### src/rtl/decomp_pkg.sv
// ---------------------------------------------------------------------------
// decomp_pkg
// Shared constants for the burst decompression expander: the default bus
// geometry and the FSM state encodings (IDLE / RAW / HDR / EXP).
// ---------------------------------------------------------------------------
package decomp_pkg;

    localparam int unsigned DATA_W_DEF    = 64;
    localparam int unsigned BURST_LEN_DEF = 4;

    // FSM state type and encodings
    typedef logic [1:0] state_t;

    localparam state_t ST_IDLE = 2'd0;
    localparam state_t ST_RAW  = 2'd1;
    localparam state_t ST_HDR  = 2'd2;
    localparam state_t ST_EXP  = 2'd3;

endpackage : decomp_pkg

### src/rtl/decomp_expander_if.sv
// ---------------------------------------------------------------------------
// decomp_expander_if
// Bundles the three streams around the expander:
//   s_*    : input beats from the memory-controller R stream
//   flag*  : comp_flag FIFO head (flag_ready is the pop strobe)
//   m_*    : output beats towards the interconnect R stream
// Modports:
//   slave  : the expander side (consumes s_*/flag*, produces m_*)
//   master : the environment side (memory controller, flag FIFO, sink)
// ---------------------------------------------------------------------------
interface decomp_expander_if #(
    parameter int unsigned DATA_W = 64
);

    logic              s_valid;
    logic              s_ready;
    logic [DATA_W-1:0] s_data;
    logic              s_last;

    logic              flag_valid;
    logic              flag;
    logic              flag_ready;

    logic              m_valid;
    logic              m_ready;
    logic [DATA_W-1:0] m_data;
    logic              m_sop;
    logic              m_eop;

    modport slave (
        input  s_valid, s_data, s_last,
        input  flag_valid, flag,
        input  m_ready,
        output s_ready, flag_ready,
        output m_valid, m_data, m_sop, m_eop
    );

    modport master (
        output s_valid, s_data, s_last,
        output flag_valid, flag,
        output m_ready,
        input  s_ready, flag_ready,
        input  m_valid, m_data, m_sop, m_eop
    );

endinterface : decomp_expander_if

### src/rtl/decomp_out_reg.sv
// ---------------------------------------------------------------------------
// decomp_out_reg
// Single-entry valid/ready pipeline stage. Loads whenever it is empty or
// its content is leaving this cycle, so it sustains one beat per cycle and
// hands off / reloads in the same cycle. Payload is held while stalled.
// Ports:
//   clk, rst_n    : clock, asynchronous active-low reset
//   in_valid_i    : upstream has a payload to load
//   in_ready_o    : stage can load this cycle (combinational)
//   in_data_i     : payload to load
//   out_valid_o   : registered valid
//   out_ready_i   : downstream accepts
//   out_data_o    : registered payload
// ---------------------------------------------------------------------------
module decomp_out_reg
    import decomp_pkg::*;
#(
    parameter int unsigned W = DATA_W_DEF + 2
) (
    input  logic         clk,
    input  logic         rst_n,
    input  logic         in_valid_i,
    output logic         in_ready_o,
    input  logic [W-1:0] in_data_i,
    output logic         out_valid_o,
    input  logic         out_ready_i,
    output logic [W-1:0] out_data_o
);

    logic         valid_q;
    logic [W-1:0] data_q;

    assign in_ready_o  = !valid_q || out_ready_i;
    assign out_valid_o = valid_q;
    assign out_data_o  = data_q;

    // Storage: payload only changes on a load, so it is stable under stall
    always_ff @(posedge clk or negedge rst_n) begin
        if (!rst_n) begin
            valid_q <= 1'b0;
            data_q  <= '0;
        end else if (in_valid_i && in_ready_o) begin
            valid_q <= 1'b1;
            data_q  <= in_data_i;
        end else if (out_ready_i) begin
            valid_q <= 1'b0;
        end
    end

endmodule : decomp_out_reg

### src/rtl/decomp_expander.sv
// ---------------------------------------------------------------------------
// decomp_expander
// Re-expands masked-compressed read bursts. For every burst a comp_flag is
// popped: flag=0 passes the burst through unchanged; flag=1 reads a header
// beat whose low BURST_LEN bits are a beat mask, then emits BURST_LEN beats,
// taking an input beat for each set mask bit and inserting an all-zero beat
// for each clear bit. Outputs go through a one-entry register stage.
// Ports:
//   clk, rst_n : clock, asynchronous active-low reset
//   bus        : decomp_expander_if.slave (s_*, flag*, m_* streams)
//   err_o      : sticky protocol error (s_last misplaced or missing)
// Build option:
//   DECOMP_ERR_CHK_EN defined  -> s_last placement checking drives err_o
//   DECOMP_ERR_CHK_EN undefined -> err_o tied low, no checking logic
// ---------------------------------------------------------------------------
module decomp_expander
    import decomp_pkg::*;
#(
    parameter int unsigned DATA_W    = DATA_W_DEF,
    parameter int unsigned BURST_LEN = BURST_LEN_DEF
) (
    input  logic                   clk,
    input  logic                   rst_n,
    decomp_expander_if.slave       bus,
    output logic                   err_o
);

    localparam int unsigned IDX_W    = $clog2(BURST_LEN);
    localparam int unsigned PAY_W    = DATA_W + 2;
    localparam logic [IDX_W-1:0] LAST_IDX = IDX_W'(BURST_LEN - 1);

    state_t                 state_q, state_d;
    logic [IDX_W-1:0]       i_q, i_d;
    logic [BURST_LEN-1:0]   mask_q, mask_d;
    logic                   first_q, first_d;

    logic                   s_ready_c;
    logic                   flag_ready_c;
    logic                   ld_valid_c;
    logic                   ld_ready_c;
    logic [PAY_W-1:0]       ld_pay_c;
    logic [PAY_W-1:0]       out_pay;
    logic                   mask_bit_c;

    assign mask_bit_c = mask_q[i_q];

    // State registers
    always_ff @(posedge clk or negedge rst_n) begin
        if (!rst_n) begin
            state_q <= ST_IDLE;
            i_q     <= '0;
            mask_q  <= '0;
            first_q <= 1'b0;
        end else begin
            state_q <= state_d;
            i_q     <= i_d;
            mask_q  <= mask_d;
            first_q <= first_d;
        end
    end

    // Next state, handshakes and output-register load
    always_comb begin
        state_d      = state_q;
        i_d          = i_q;
        mask_d       = mask_q;
        first_d      = first_q;
        s_ready_c    = 1'b0;
        flag_ready_c = 1'b0;
        ld_valid_c   = 1'b0;
        ld_pay_c     = '0;

        case (state_q)
            ST_IDLE: begin
                flag_ready_c = bus.flag_valid;
                if (bus.flag_valid) begin
                    state_d = bus.flag ? ST_HDR : ST_RAW;
                    first_d = 1'b1;
                    i_d     = '0;
                end
            end

            ST_RAW: begin
                s_ready_c  = ld_ready_c;
                ld_valid_c = bus.s_valid;
                ld_pay_c   = {first_q, bus.s_last, bus.s_data};
                if (bus.s_valid && ld_ready_c) begin
                    first_d = 1'b0;
                    // Saturating beat count, only used to spot overlong bursts
                    if (i_q != LAST_IDX) begin
                        i_d = i_q + IDX_W'(1);
                    end
                    if (bus.s_last) begin
                        state_d = ST_IDLE;
                    end
                end
            end

            ST_HDR: begin
                // Header never reaches the output, so it needs no slot
                s_ready_c = 1'b1;
                if (bus.s_valid) begin
                    mask_d  = bus.s_data[BURST_LEN-1:0];
                    i_d     = '0;
                    state_d = ST_EXP;
                end
            end

            ST_EXP: begin
                // Clear mask bit: zero beat is always available, no input taken
                s_ready_c  = mask_bit_c && ld_ready_c;
                ld_valid_c = mask_bit_c ? bus.s_valid : 1'b1;
                ld_pay_c   = {(i_q == '0), (i_q == LAST_IDX),
                              (mask_bit_c ? bus.s_data : DATA_W'(0))};
                if (ld_valid_c && ld_ready_c) begin
                    if (i_q == LAST_IDX) begin
                        i_d     = '0;
                        state_d = ST_IDLE;
                    end else begin
                        i_d = i_q + IDX_W'(1);
                    end
                end
            end

            default: begin
                state_d = ST_IDLE;
            end
        endcase

        // No handshakes towards upstream while held in reset
        if (!rst_n) begin
            s_ready_c    = 1'b0;
            flag_ready_c = 1'b0;
            ld_valid_c   = 1'b0;
        end
    end

    assign bus.s_ready    = s_ready_c;
    assign bus.flag_ready = flag_ready_c;

    // Output register stage: {sop, eop, data}
    decomp_out_reg #(
        .W (PAY_W)
    ) u_out_reg (
        .clk         (clk),
        .rst_n       (rst_n),
        .in_valid_i  (ld_valid_c),
        .in_ready_o  (ld_ready_c),
        .in_data_i   (ld_pay_c),
        .out_valid_o (bus.m_valid),
        .out_ready_i (bus.m_ready),
        .out_data_o  (out_pay)
    );

    assign bus.m_sop  = out_pay[PAY_W-1];
    assign bus.m_eop  = out_pay[PAY_W-2];
    assign bus.m_data = out_pay[DATA_W-1:0];

`ifdef DECOMP_ERR_CHK_EN
    logic err_q;
    logic err_set_c;
    logic exp_is_last_c;

    // Current mask bit is the highest set one -> this beat must carry s_last
    assign exp_is_last_c = ((mask_q >> i_q) >> 1) == '0;

    // s_last placement check on every accepted input beat
    always_comb begin
        err_set_c = 1'b0;
        if (bus.s_valid && s_ready_c) begin
            case (state_q)
                ST_RAW: err_set_c = (i_q == LAST_IDX) && !bus.s_last;
                ST_HDR: err_set_c = bus.s_last != (bus.s_data[BURST_LEN-1:0] == '0);
                ST_EXP: err_set_c = bus.s_last != exp_is_last_c;
                default: err_set_c = 1'b0;
            endcase
        end
    end

    // Sticky until reset
    always_ff @(posedge clk or negedge rst_n) begin
        if (!rst_n) begin
            err_q <= 1'b0;
        end else if (err_set_c) begin
            err_q <= 1'b1;
        end
    end

    assign err_o = err_q;
`else
    assign err_o = 1'b0;
`endif

endmodule : decomp_expander
### src/flat_wrapper.sv
// flat-port wrapper written by rule: the top's interface ports become plain ports
module decomp_expander_flat import decomp_pkg::*;
#(
    parameter int unsigned DATA_W    = DATA_W_DEF,
    parameter int unsigned BURST_LEN = BURST_LEN_DEF
)
  (clk, rst_n, err_o, bus_s_valid, bus_s_data, bus_s_last, bus_flag_valid, bus_flag, bus_m_ready, bus_s_ready, bus_flag_ready, bus_m_valid, bus_m_data, bus_m_sop, bus_m_eop);
  decomp_expander_if #(.DATA_W(DATA_W)) bus_i ();
  input  logic clk;
  input  logic rst_n;
  output logic err_o;
  input wire logic [$bits(bus_i.s_valid)-1:0] bus_s_valid;
  input wire logic [$bits(bus_i.s_data)-1:0] bus_s_data;
  input wire logic [$bits(bus_i.s_last)-1:0] bus_s_last;
  input wire logic [$bits(bus_i.flag_valid)-1:0] bus_flag_valid;
  input wire logic [$bits(bus_i.flag)-1:0] bus_flag;
  input wire logic [$bits(bus_i.m_ready)-1:0] bus_m_ready;
  output wire logic [$bits(bus_i.s_ready)-1:0] bus_s_ready;
  output wire logic [$bits(bus_i.flag_ready)-1:0] bus_flag_ready;
  output wire logic [$bits(bus_i.m_valid)-1:0] bus_m_valid;
  output wire logic [$bits(bus_i.m_data)-1:0] bus_m_data;
  output wire logic [$bits(bus_i.m_sop)-1:0] bus_m_sop;
  output wire logic [$bits(bus_i.m_eop)-1:0] bus_m_eop;
  assign bus_i.s_valid = bus_s_valid;
  assign bus_i.s_data = bus_s_data;
  assign bus_i.s_last = bus_s_last;
  assign bus_i.flag_valid = bus_flag_valid;
  assign bus_i.flag = bus_flag;
  assign bus_i.m_ready = bus_m_ready;
  assign bus_s_ready = bus_i.s_ready;
  assign bus_flag_ready = bus_i.flag_ready;
  assign bus_m_valid = bus_i.m_valid;
  assign bus_m_data = bus_i.m_data;
  assign bus_m_sop = bus_i.m_sop;
  assign bus_m_eop = bus_i.m_eop;
  decomp_expander #(.DATA_W(DATA_W), .BURST_LEN(BURST_LEN)) u_core (.clk(clk), .rst_n(rst_n), .bus(bus_i), .err_o(err_o));
endmodule
### config.mk
export PLATFORM = sky130hd
export DESIGN_NAME = decomp_expander_flat
export DESIGN_NICKNAME = d
export VERILOG_FILES = /design/src/rtl/decomp_pkg.sv /design/src/rtl/decomp_expander_if.sv /design/src/rtl/decomp_out_reg.sv /design/src/rtl/decomp_expander.sv /design/src/flat_wrapper.sv
export SDC_FILE = /design/constraint.sdc
export NUM_CORES = 1
export LEC_CHECK = 0
export BUFFER_PORTS_ARGS = -buffer_cell sky130_fd_sc_hd__buf_2
export CORE_MARGIN = 2
export CORE_UTILIZATION = 50
export CTS_CLUSTER_SIZE = 20
export DETAILED_ROUTE_END_ITERATION = 16
export HOLD_SLACK_MARGIN = 0.06
export PLACE_DENSITY = 0.95
export SLEW_MARGIN = 0
export SYNTH_ARGS = -nofsm -noshare
export SYNTH_HDL_FRONTEND = slang
export SYNTH_SLANG_ARGS = --single-unit
export TNS_END_PERCENT = 1
### constraint.sdc
create_clock -name clk -period 2.6 [get_ports clk]
set_input_delay 0.52 -clock clk [delete_from_list [all_inputs] [get_ports clk]]
set_output_delay 0.52 -clock clk [all_outputs]
set_load 0.02 [all_outputs]
== After elaboration in Yosys (flattened, before gate mapping) ==
Index checks and enable logic that the tools add are counted.
Storage, ports and cells
  register bits: 76
  word-level logic and storage cells: 65
Cells by class
  add/sub/neg operators: 1
  $lt $le $gt $ge: 1
  equality and inequality tests: 12
  multiplexer cells: 31
  reduce and logical (&&, ||, !) cells: 14
Operators by type and width (number)
  one-hot mux 66 bit (2 select lines): 1
  two-way mux 64 bit: 1
  two-way mux 2 bit: 13
  one-hot mux 2 bit (4 select lines): 2
  two-way mux 1 bit: 10
  != test 2 x 1 -> 1 bit (second input constant): 4
  != test 2 bit (second input constant): 4
  equality test 2 bit (second input constant): 3
  AND reduction 6 bit: 1
  AND reduction 5 bit: 1
  logical AND 1 bit: 4
  logical NOT 2 bit: 2
  one-hot mux 1 bit (2 select lines): 2
  nonzero test 2 bit: 2
  less-than comparator 2 x 3 -> 1 bit (second input constant): 1
  one-hot mux 1 bit (3 select lines): 1
  AND reduction 3 bit: 1
  adder 2 x 1 -> 2 bit (second input constant): 1
  binary-select mux 1 bit (select 2 bit): 1
  equality test 2 x 1 -> 1 bit (second input constant): 1
  AND reduction 2 bit: 1
  logical NOT 1 bit: 1
  logical OR 1 bit: 1

== Longest topological paths before layout ==
  word-level depth: 7
  depth in mapped cells: 7
  gate-level depth less buffers: 5

== Cells and area by module ==
Synthesis repeated with hierarchy kept, for this count alone.
Unflattened totals
  cells, all modules: 281
  area total of the unflattened synthesis: 3803.6 µm²
Modules (own cells, without submodules)
  decomp_out_reg: times used 1, cells an instance 143, area each 2697.6 µm², sequential area each 1676.6 µm²
  decomp_expander: times used 1, cells an instance 138, area each 1106.1 µm², sequential area each 225.2 µm²

== Worst setup path after synthesis ==
OpenSTA, ideal clock, no wires.
  path type: register -> output
  from: reg u_core.i_q[0]
  to: out bus_s_ready
  arrival: 1.306 ns
  required time: 2.080 ns
  path slack: 0.774 ns
  stages on the path, launching flop included: 5
  path buffers: 0
  cells stage by stage: dfrtp_1 mux4_2 nand2b_4 nand2_1 a21oi_1
Between the ends
  longest elaborated chain between the ends: 5
RTL lines
  from (decl): line decomp_expander.sv:33  | logic [IDX_W-1:0] i_q, i_d;
  from (signal assigned): line decomp_expander.sv:56  | i_q <= i_d;
  binary-select mux 1 bit (select 2 bit): line decomp_expander.sv:45  | assign mask_bit_c = mask_q[i_q];
  two-way mux 1 bit (not written as such): line decomp_expander.sv:45
  logical AND 1 bit: line decomp_expander.sv:111  | s_ready_c = mask_bit_c && ld_ready_c;
  one-hot mux 1 bit (3 select lines): line decomp_expander.sv:73  | case (state_q)
  two-way mux 1 bit: line decomp_expander.sv:131  | if (!rst_n) begin
  to (decl): line flat_wrapper.sv:18  | output wire logic [$bits(bus_i.s_ready)-1:0] bus_s_ready;
No other way between the ends. The select of a mux whose other input is x is not followed.

== Worst setup path after layout ==
Ends and elaborated chain as after synthesis.

==> flow_summary.ini <==
[power_and_ir_drop]
combPwrFrac_pct = 40.5
p_sw_mw = 1.87
seqPwrFrac_pct = 39.3
clkPwrFrac_pct = 20.2
switching_share_pct = 38.1
irDropWorstVdd_v = 0.000642
p_total_mw = 4.90
p_int_mw = 3.03
leakagePower_nw = 2.11
power.density_mw_per_mm2 = 1240

[routing]
drc = 0
ant_nets = 0
wl_per_cell_um = 16.2
first_pass_iters = 4
via_count = 2340
vias_per_cell = 5.44
routed_wl_mm = 6.97
drt_iter0_drc = 108

[yosys]
synth_top_family_by_area = compound AO/OA/AOI/OAI gates
synth_edf_count = 0
synthAdderAreaFrac_pct = 0.826
synthSimpleGateAreaFrac_pct = 4.83
synthCells = 215
synth-compound-area-share_pct = 22.3
synth-seq-cells = 76
ys_seq_area_share_pct = 62.8
synth.distinct_cells = 33
netlist_area_sq_mm = 0.00303
synth_ff_type = dfrtp_1
synthMuxAreaShare_pct = 3.63
synth-xor-area-share_pct = 0
synthArstFlopShare_pct = 100
syn_avg_cell_area_sq_um = 14.1
yosys_warnings = 0
syn_nets = 288

[layout]
syn_to_final_growth_pct = 30.1
diodes = 0
final_common_cell = buf_2
nets = 423
drive_gt1_share_pct = 47.9
final_cell_mix = 138 x buf_2, 76 x dfrtp_1, 64 x a22o_1
finish.utilization_pct = 67.0

[worst_setup_path]
cp.required_ns = 2.08
cp-end-kind = output port
cp-start-kind = flop
cp_max_fo = 4
worstPathArrival_ns = 1.83
crit_type = flop to output port

[global_route]
grt_start_max_net_pins = 65
grtUsageTotal_pct = 21.0
grt_antenna_before_repair = 0
grt_pass1_vias = 2253
grt_pass1_wl_mm = 10.6
overflow = 0

[placement]
io_buffers = 139
dpl.hpwl_mm = 4.91
gp_congestion = 0.812

[timing]
rsz0062_at_grt = no
post-route-min-period_ns = 2.35
drv_slew = 0
tns_ns = 0
clock.fmax_mhz = 425
clock_skew_ns = 0.0110
setup_viol = 0
slew_headroom_pct = 55.4
tightest_slew_ns = 0.670
finalCritPeriodShare_pct = 90.4
finalHoldViolCount = 0

[hold_path]
hold_path_class = input pin to flop

[floorplan]
die-area_sq_mm = 0.00670
row_count = 28
pin_count = 141
die_w_um = 81.9
fp.coreArea_sq_mm = 0.00589
dieHeight_um = 81.9
start_util_pct = 51.5

[clocking]
cts_setup_buffers = 0
cts_root_buf = clkbuf_8
cts_tree = yes
clock-sinks = 76
cts_resized = 0
clkTransAtPathRegs_ns = 0.08
htree_levels = 3
cts_buffer_depth = 2
insertion_delay_ns = 0.33
tritoncts.num_buffers = 9

[flow_run]
max_cap_violations = 0

[outcome]
status = finished, final reports clean
worst paths after layout:
kind | start | end | slack [ns] | cells past startpoint
max | u_core.i_q[0] | bus_s_ready | 0.25 | 5
min | bus_s_data[37] | u_core.u_out_reg.out_data_o[37] | 0.40 | 2
max reg2reg | u_core.i_q[0] | u_core.u_out_reg.out_data_o[41] | 0.50 | 5
min reg2reg | u_core.u_out_reg.out_data_o[58] | u_core.u_out_reg.out_data_o[58] | 0.50 | 1
max in group asynchronous | rst_n | u_core.u_out_reg.out_data_o[34] | 1.32 | 3
min in group asynchronous | rst_n | u_core.state_q[1] | 0.56 | 2
cells in the mapped netlist, drive strengths merged, types with 2 or more instances:
| master | instances | share of area [%] |
|---|---|---|
| a31oi | 2 | 0.41 |
| o21ai | 3 | 0.50 |
| nor2 | 2 | 0.25 |
| a22o | 64 | 18 |
| dfrtp | 76 | 63 |
| o211ai | 2 | 0.50 |
| a21oi | 5 | 0.83 |
| ha | 2 | 0.83 |
| clkbuf | 8 | 0.99 |
| inv | 3 | 0.37 |
| nor2b | 3 | 0.62 |
| nand4 | 2 | 0.41 |
| nand2b | 5 | 1.3 |
| and3 | 2 | 0.58 |
| nand2 | 3 | 0.37 |
| mux2 | 6 | 2.2 |
| mux2i | 2 | 0.66 |
| a311o | 2 | 0.66 |
| buf | 12 | 4.2 |
| nand3b | 2 | 0.50 |
cell type report:
cell class | count | area [sq um]
fill | 440 | 1940
sequential | 76 | 1900
multi-input combinational | 116 | 971
timing repair buffer | 144 | 738
clock buffer | 10 | 138
tap | 75 | 93.8
clock inverter | 6 | 87.6
inverter | 3 | 11.3
timing repair:
item / in CTS / in global routing
hold endpoints to repair: 2 / 0
setup endpoints to repair: 0 / 0
hold buffers: 1 / 0
worst max-delay path, cell delays in order, from the launching register on:
cell and delay [ns]:
dfrtp_1 0.44, mux4_2 0.58, nand2b_4 0.17, nand2_1 0.07, a21oi_1 0.07, buf_2 0.18
power by group through the flow:
stage / registers [mW] / clock network [mW] / logic, mW
detailed placement: 1.94 / 0 / 2.00
finish: 1.93 / 0.988 / 1.99
global route: 1.98 / 1.06 / 2.16
floorplan: 2.33 / 0 / 0.992
CTS: 1.93 / 1.01 / 2.01
global placement: 1.93 / 0 / 1.92
cell families after synthesis:
family | count (synthesis)
AOI/OAI and AO/OA | 81
adders and majority gates | 2
buffers and inverters | 23
DFF | 76
muxes | 9
other | 1
and+or+nand+nor | 23
flip-flops by register name, indices dropped and copies added (netlist names):
signal and count:
u_core.first_q 1, u_core.i_q 2, u_core.mask_q 4, u_core.state_q 2, u_core.u_out_reg.out_data_o 66, u_core.u_out_reg.out_valid_o 1
through the flow:
step | std cells | setup slack (ns) | area [sq um] | hold slack [ns]
floorplan | 215 | 0.774 | 3030 | 0.224
global placement | 413 | 0.593 | 3710 | 0.324
detailed placement | 413 | 0.498 | 3710 | 0.327
CTS | 430 | 0.235 | 3940 | 0.376
global route | 430 | 0.193 | 3940 | 0.396
finish | 430 | 0.249 | 3940 | 0.397
routing by layer:
metal  GRT usage, %  share of wire [%]  wire length (um)
met2           34.2                 47              3290
met3           4.62                8.7               604
met5              0                  0                 0
met4           8.33                1.2                85
met1           27.3                 43              2990
No activity file was read; power rests on OpenSTA's default activity.
